File: src/rtl/rf_exec_pkg.sv
// Shared definitions for the register-file execution controller: opcodes, FSM
// states and instruction field positions. Optional feature macro: SAT_ARITH_EN.
package rf_exec_pkg;

   localparam int DATA_W_DEF = 4;
   localparam int ADDR_W_DEF = 3;

   localparam logic [2:0] OP_ADD = 3'b000;
   localparam logic [2:0] OP_SUB = 3'b001;
   localparam logic [2:0] OP_AND = 3'b010;
   localparam logic [2:0] OP_OR  = 3'b011;
   localparam logic [2:0] OP_XOR = 3'b100;
   localparam logic [2:0] OP_LDI = 3'b101;
   localparam logic [2:0] OP_MOV = 3'b110;
   localparam logic [2:0] OP_CMP = 3'b111;

   typedef enum logic [1:0] {
      ST_IDLE = 2'd0,
      ST_EXEC = 2'd1,
      ST_WB   = 2'd2
   } state_t;

   localparam int OP_MSB  = 15;
   localparam int OP_LSB  = 13;
   localparam int RD_MSB  = 12;
   localparam int RD_LSB  = 10;
   localparam int RS1_MSB = 9;
   localparam int RS1_LSB = 7;
   localparam int RS2_MSB = 6;
   localparam int RS2_LSB = 4;
   localparam int IMM_MSB = 3;
   localparam int IMM_LSB = 0;

   // CMP only updates flags; every other opcode writes its destination.
   function automatic logic op_writes(input logic [2:0] op);
      return op != OP_CMP;
   endfunction

endpackage

File: src/rtl/alu_4bit.sv
// Combinational ALU for rf_exec_ctrl. Arithmetic is done one bit wider than the
// data so the top bit is carry/borrow. SAT_ARITH_EN clamps ADD/SUB/CMP overflow.
module alu_4bit
   import rf_exec_pkg::*;
#(
   parameter int DATA_W = DATA_W_DEF
) (
   input  logic [2:0]        op,
   input  logic [DATA_W-1:0] a,
   input  logic [DATA_W-1:0] b,
   input  logic [DATA_W-1:0] imm,
   output logic [DATA_W-1:0] result,
   output logic              carry
);

   logic [DATA_W:0] sum;
   logic [DATA_W:0] diff;

   assign sum  = {1'b0, a} + {1'b0, b};
   assign diff = {1'b0, a} - {1'b0, b};

   // Flag C only comes from the arithmetic ops; logic/move ops leave it clear.
   always_comb begin
      result = '0;
      carry  = 1'b0;
      unique case (op)
         OP_ADD: begin
            result = sum[DATA_W-1:0];
            carry  = sum[DATA_W];
`ifdef SAT_ARITH_EN
            if (sum[DATA_W]) result = '1;
`endif
         end
         OP_SUB, OP_CMP: begin
            result = diff[DATA_W-1:0];
            carry  = diff[DATA_W];
`ifdef SAT_ARITH_EN
            if (diff[DATA_W]) result = '0;
`endif
         end
         OP_AND:  result = a & b;
         OP_OR:   result = a | b;
         OP_XOR:  result = a ^ b;
         OP_LDI:  result = imm;
         OP_MOV:  result = a;
         default: result = '0;
      endcase
   end

endmodule

File: src/rtl/rf_exec_ctrl.sv
// Single-issue IDLE/EXEC/WB controller in front of the register file.
// Build with SAT_ARITH_EN defined for saturating ADD/SUB/CMP.
module rf_exec_ctrl
   import rf_exec_pkg::*;
#(
   parameter int DATA_W = DATA_W_DEF,
   parameter int ADDR_W = ADDR_W_DEF
) (
   input  logic              clk,
   input  logic              rst_n,
   input  logic              instr_valid,
   output logic              instr_ready,
   input  logic [15:0]       instr,
   output logic              rf_we,
   output logic [ADDR_W-1:0] rf_waddr,
   output logic [ADDR_W-1:0] rf_raddr1,
   output logic [ADDR_W-1:0] rf_raddr2,
   output logic [DATA_W-1:0] rf_wdata,
   input  logic [DATA_W-1:0] rf_rdata1,
   input  logic [DATA_W-1:0] rf_rdata2,
   output logic              flag_z,
   output logic              flag_c,
   output logic              done,
   output logic              busy
);

   state_t state_q;
   state_t state_d;

   logic [15:0]       instr_q;
   logic [DATA_W-1:0] result_q;
   logic [ADDR_W-1:0] waddr_q;
   logic              pend_z;
   logic              pend_c;
   logic              accept;

   logic [2:0]        op;
   logic [DATA_W-1:0] alu_result;
   logic              alu_carry;

   assign op        = instr_q[OP_MSB:OP_LSB];
   assign rf_raddr1 = ADDR_W'(instr_q[RS1_MSB:RS1_LSB]);
   assign rf_raddr2 = ADDR_W'(instr_q[RS2_MSB:RS2_LSB]);
   assign rf_waddr  = waddr_q;
   assign rf_wdata  = result_q;

   alu_4bit #(
      .DATA_W (DATA_W)
   ) u_alu (
      .op     (op),
      .a      (rf_rdata1),
      .b      (rf_rdata2),
      .imm    (DATA_W'(instr_q[IMM_MSB:IMM_LSB])),
      .result (alu_result),
      .carry  (alu_carry)
   );

   always_ff @(posedge clk or negedge rst_n) begin
      if (!rst_n) state_q <= ST_IDLE;
      else        state_q <= state_d;
   end

   // Write enable is decoded from the state so reset kills a pending write at once.
   always_comb begin
      state_d     = state_q;
      instr_ready = 1'b0;
      busy        = 1'b1;
      rf_we       = 1'b0;
      accept      = 1'b0;
      unique case (state_q)
         ST_IDLE: begin
            instr_ready = 1'b1;
            busy        = 1'b0;
            accept      = instr_valid;
            if (instr_valid) state_d = ST_EXEC;
         end
         ST_EXEC: state_d = ST_WB;
         ST_WB: begin
            rf_we   = op_writes(op);
            state_d = ST_IDLE;
         end
         default: state_d = ST_IDLE;
      endcase
   end

   // Result and pending flags are captured at the end of EXEC; the visible
   // flags only take them on the write-back edge.
   always_ff @(posedge clk or negedge rst_n) begin
      if (!rst_n) begin
         instr_q  <= '0;
         result_q <= '0;
         waddr_q  <= '0;
         pend_z   <= 1'b0;
         pend_c   <= 1'b0;
         flag_z   <= 1'b0;
         flag_c   <= 1'b0;
         done     <= 1'b0;
      end else begin
         if (accept) instr_q <= instr;
         if (state_q == ST_EXEC) begin
            result_q <= alu_result;
            waddr_q  <= ADDR_W'(instr_q[RD_MSB:RD_LSB]);
            pend_z   <= (alu_result == '0);
            pend_c   <= alu_carry;
         end
         if (state_q == ST_WB) begin
            flag_z <= pend_z;
            flag_c <= pend_c;
         end
         done <= (state_q == ST_EXEC);
      end
   end

endmodule
File: config.mk
export PLATFORM = sky130hd
export DESIGN_NAME = rf_exec_ctrl
export DESIGN_NICKNAME = d
export VERILOG_FILES = /design/src/rtl/rf_exec_pkg.sv /design/src/rtl/alu_4bit.sv /design/src/rtl/rf_exec_ctrl.sv
export SDC_FILE = /design/constraint.sdc
export NUM_CORES = 1
export LEC_CHECK = 0
export BUFFER_PORTS_ARGS = -buffer_cell sky130_fd_sc_hd__buf_2
export CORE_ASPECT_RATIO = 0.5
export CORE_MARGIN = 8
export CORE_UTILIZATION = 59
export CTS_BUF_LIST = sky130_fd_sc_hd__clkbuf_2
export DETAILED_ROUTE_END_ITERATION = 12
export PLACE_DENSITY_LB_ADDON = 0.05
export SETUP_SLACK_MARGIN = 0.5
export SYNTH_ARGS = -nofsm -noshare
export SYNTH_HDL_FRONTEND = slang
export SYNTH_SLANG_ARGS = --single-unit
File: constraint.sdc
create_clock -name clk -period 4.99 [get_ports clk]
set_clock_uncertainty 0.2 [all_clocks]
set_input_delay 0.7485 -clock clk [delete_from_list [all_inputs] [get_ports clk]]
set_output_delay 0.7485 -clock clk [all_outputs]
set_load 0.1 [all_outputs]
# After elaboration in Yosys (flattened, before gate mapping)
# Cells that the tools add are included.
[op_classes] add_sub_neg=2 eq_ne=11 mux=8 bitwise=3 reduce_logical=4
[ops] op="case mux 4 bit (7 select lines)" count=1
[ops] op="equality test 3 bit, second input constant" count=4
[ops] op="equality test 3 x 2 -> 1 bit, second input constant" count=2
[ops] op="adder 4 x 4 -> 5 bit" count=1
[ops] op="subtractor 4 x 4 -> 5 bit" count=1
[ops] op="AND 4 bit" count=1
[ops] op="zero test 4 bit" count=1
[ops] op="two-way mux 1 bit" count=4
[ops] op="OR 4 bit" count=1
[ops] op="case mux 2 bit (2 select lines)" count=1
[ops] op="bitwise XOR 4 bit" count=1
[ops] op="equality test 3 x 1 -> 1 bit, second input constant" count=1
[ops] op="zero test 3 bit" count=1
[ops] op="!= test 3 bit, second input constant" count=1
[ops] op="equality test 2 x 1 -> 1 bit, second input constant" count=1
[ops] op="equality test 2 bit, second input constant" count=1
[ops] op="zero test 2 bit" count=1
[ops] op="two-way mux 2 bit" count=1
[ops] op="!= test 2 bit, second input constant" count=1
[ops] op="case mux 1 bit (2 select lines)" count=1
[ops] op="OR reduction 2 bit" count=1
[word_totals] register_bits=30 in_bits=27 output_inout_bits=19

# Depth between registers and ports, before layout
[logic_depth] ltp_word=4 ltp_mapped=8 depth_no_buf=8

# Hierarchy
# A second synthesis with hierarchy kept.
[hier_totals] cells_unflattened=154 hier_area_um2=1848.0
[modules_own_cells] mod="rf_exec_ctrl" instances=1 cells_each=73 area_per_inst_um2=1216.2 seq_area_each_um2=750.7
[modules_own_cells] mod="alu_4bit" instances=1 cells_each=81 area_per_inst_um2=631.9 seq_area_each_um2=0.0

# Worst setup path after synthesis
# No wires, ideal clock.
[synth_path] path_type="register to output" start="reg instr_q[13]" end="out rf_we" arrival_time_ns=2.079 required_time_ns=4.042 slack_ns=1.962 stages_incl_launch_ff=5 cell_sequence="dfrtp_1 buf_6 buf_4 nand3_1 nor2b_1"
[synth_between] elab_chain_cells=2
[synth_rtl] item="from (decl)" line_no="rf_exec_ctrl.sv:30" rtl="logic [15:0] instr_q;"
[synth_rtl] item="from (signal assigned)" line_no="rf_exec_ctrl.sv:99" rtl="if (accept) instr_q <= instr;"
[synth_rtl] item="!= test 3 bit" line_no="rf_exec_pkg.sv:36" rtl="return op != OP_CMP;"
[synth_rtl] item="two-way mux 1 bit" line_no="rf_exec_ctrl.sv:70" rtl="unique case (state_q)"
[synth_rtl] item="to (decl)" line_no="rf_exec_ctrl.sv:14" rtl="output logic rf_we,"
# Every way passes these cells.

# Final worst setup path
# Same ends and word-level chain as after synthesis.

==> flow_metrics.env <==
export IMPL_status="complete, no violations"
export IMPL_yosys_area_share_simple_pct=12.6
export IMPL_worst_slew_pin_transition_ns=0.822
export IMPL_floorplan_rows=14
export IMPL_syn_cell_area_mm2=0.00178
export IMPL_drv_slew=0
export IMPL_grt_ovfl_total=0
export IMPL_critPathMaxStageDelay_ns=0.62
export IMPL_ys_flop_type="sky130_fd_sc_hd__dfrtp_1"
export IMPL_tritoncts_num_buffers=5
export IMPL_synth_fp_nets=213
export IMPL_final_setup_viol_count=0
export IMPL_place_detailed_hpwl_um=2920
export IMPL_synthArstFlopShare_pct=100
export IMPL_synth_cell_type_count=45
export IMPL_critPathLaunchType="register"
export IMPL_rsz0062_at_grt="false"
export IMPL_initialDrtViolationCount=44
export IMPL_stdcell_count=251
export IMPL_clock_tree_htree_level_count=2
export IMPL_layout_worst_path_cycle_share_pct=53.7
export IMPL_timing_critical_path_fanout_max=18
export IMPL_cts_tree="built"
export IMPL_total_wire_length_after_detailed_routing_um=3840
export IMPL_gr_usage_total_pct=16.0
export IMPL_clk_path_buf_depth=2
export IMPL_post_cts_buffers=0
export IMPL_critical_path_slowest_cell="sky130_fd_sc_hd__dfrtp_1"
export IMPL_antenna_found_initial=0
export IMPL_crit_arrival_ns=1.73
export IMPL_final_hold_viol_count=0
export IMPL_ant_cells=0
export IMPL_mux_share_of_post_synthesis_cell_area_pct=12.6
export IMPL_layout_commonest_cell="sky130_fd_sc_hd__buf_2"
export IMPL_layout_nets=251
export IMPL_count_of_synthesis_stage_warnings_from_yosys=0
export IMPL_cp_data_required_time_ns=4.04
export IMPL_final_critical_delay_including_setup_and_external_delays_ns=2.68
export IMPL_commonest_cells_after_routing_fill_and_taps_aside="45 x sky130_fd_sc_hd__buf_2, 30 x sky130_fd_sc_hd__dfrtp_1, 17 x sky130_fd_sc_hd__nand2_1, 12 x sky130_fd_sc_hd__inv_1, 12 x sky130_fd_sc_hd__ha_1"
export IMPL_clock_insertion_delay_worst_skew_ns=0.35
export IMPL_chipHeight_um=54.8
export IMPL_vias=1343
export IMPL_end_kind="output port"
export IMPL_placement_io_buffers=45
export IMPL_synth_yosys_seq_area_share_pct=42.2
export IMPL_synth_area_in_xor_xnor_pct=1.48
export IMPL_start_util_pct=60.5
export IMPL_worstPathCellList="nand3_1 > nor2b_1 > buf_2"
export IMPL_p_leak_nw=1.02
export IMPL_vias_per_cell=5.35
export IMPL_cts_reportedPaths_clkPinSlew_ns=0.15
export IMPL_worstHoldPathType="input pin to asynchronous set/reset pin"
export IMPL_power_per_cell_area_mw_per_mm2=579
export IMPL_largest_family_of_logic_cells_by_synthesized_area="multiplexers"
export IMPL_synth_ff_latch_count=30
export IMPL_grt_pass1_vias=1379
export IMPL_globalplace_congestion=0.888
export IMPL_floorplan_die_area_mm2=0.00514
export IMPL_postRouteAntennaNets=0
export IMPL_peakVddDrop_uv=507
export IMPL_route_detailed_drc=0
export IMPL_syn_inst=172
export IMPL_fmax_ghz=0.373
export IMPL_area_delta_synth_final_pct=12.1
export IMPL_postSynthAreaPerCell_um2=10.4
export IMPL_synthAdderAreaFrac_pct=10.7
export IMPL_max_cap_violations=0
export IMPL_timing_max_slew_rel_slack_pct=45.2
export IMPL_cts_resized=0
export IMPL_synth_edf_count=0
export IMPL_dp_cells=243
export IMPL_setup_tns_ns=0
export IMPL_ctsHoldBuffers=0
export IMPL_drt_pass1_iterations=4
export IMPL_ctsRootBufferMaster="sky130_fd_sc_hd__clkbuf_2"
export IMPL_first_pass_grt_wire_length_um=6350
export IMPL_core_area_mm2=0.00294
export IMPL_post_drt_wl_per_cell_um=15.3
export IMPL_synth_compound_area_share_pct=11.6
export IMPL_die_width_um=93.7
export IMPL_cts_sinks=30
export IMPL_floorplan_io_pins=46
export IMPL_num_fill_cells=239
export IMPL_critical_path_class="register to output port"
export IMPL_grt_start_max_net_pins=31
export IMPL_layout_cells_sized_above_1_pct=34.1
[synthesized netlist by cell type (all sizes together), types with 3 or more instances]
cell / number / area, um^2
dfrtp: 30 / 751
nand2: 17 / 63.8
inv: 16 / 60.1
mux2: 16 / 184
buf: 13 / 95.1
ha: 12 / 150
nor2: 8 / 30.0
o21ai: 8 / 40.0
a21oi: 6 / 30.0
nand2b: 5 / 33.8
mux2i: 4 / 40.0
nand3: 3 / 15.0
nor2b: 3 / 18.8
[through the flow]
step                worst slack (ns)  utilization, %  instance area (um^2)  power [mW]  hold slack (ns)
floorplan                       1.96               -                  1780       0.949            0.232
global placement                2.27            66.5                  1960        1.03            0.242
detailed placement              2.18            66.5                  1960        1.05            0.268
CTS                             2.30            67.8                  2000        1.16            0.195
global route                    2.20            67.8                  2000        1.21            0.216
finish                          2.31            67.8                  2000        1.16            0.196
[critical path, delay by kind of cell (launching register included)]
family                 cells  cell delay [ns]
flip-flops                 1             0.62
buffers and inverters      1             0.43
AND/OR/NAND/NOR            2             0.32
[worst paths after layout]
check / start / end / slack [ns] / cells past startpoint
worst max-delay path: instr_q[13] / rf_we / 2.31 / 3
worst min-delay path: rst_n / instr_q[8] / 0.20 / 1
worst max register to register: instr_q[13] / pend_z / 2.82 / 5
worst min register to register: instr_q[11] / rf_waddr[1] / 0.29 / 2
max in group asynchronous: rst_n / rf_waddr[2] / 3.97 / 1
min in group clk: instr_q[11] / rf_waddr[1] / 0.29 / 2
[sequential cells by signal, summed over array words and instances, names as in the netlist]
name      flops
rf_waddr      3
rf_wdata      4
pend_c        1
flag_z        1
instr_q      16
pend_z        1
state_q       2
flag_c        1
done          1
[logic make-up (layout without fill, tap and decap cells)]
family	count (synthesis)	count (layout)
adders and majority gates	14	14
DFF	30	30
xor gates and xnor gates	3	3
AOI/OAI and AO/OA	30	30
muxes	20	20
and+or+nand+nor	45	45
buffers and inverters	30	69
[report_power, final]
| group | leakage [nW] | internal (mW) | switching [mW] |
|---|---|---|---|
| Combinational | 0.624 | 0.142 | 0.520 |
| Clock | 0.0304 | 0.0345 | 0.0814 |
| Sequential | 0.366 | 0.317 | 0.0592 |
| Total | 1.02 | 0.494 | 0.661 |
[final cells by class]
cell class	instances	area (um^2)	share of cell area [%]
Multi-Input combinational cell	112	871	43.6
Sequential cell	30	751	37.6
Timing Repair Buffer	45	225	11.3
Inverter	16	60.1	3.01
Tap cell	40	50.0	2.51
Clock buffer	6	30.0	1.50
Clock inverter	2	8.76	0.439
[per-layer routing]
layer | track usage (%) | vias to the layer above | wire length (um)
met5 | 0 | - | 0
met4 | 3.12 | 0 | 27
met3 | 7.25 | 6 | 320
met2 | 25.7 | 42 | 1680
met1 | 19.9 | 638 | 1800
li1 | - | 657 | -
Note: power is estimated with default switching activity, not from simulation.
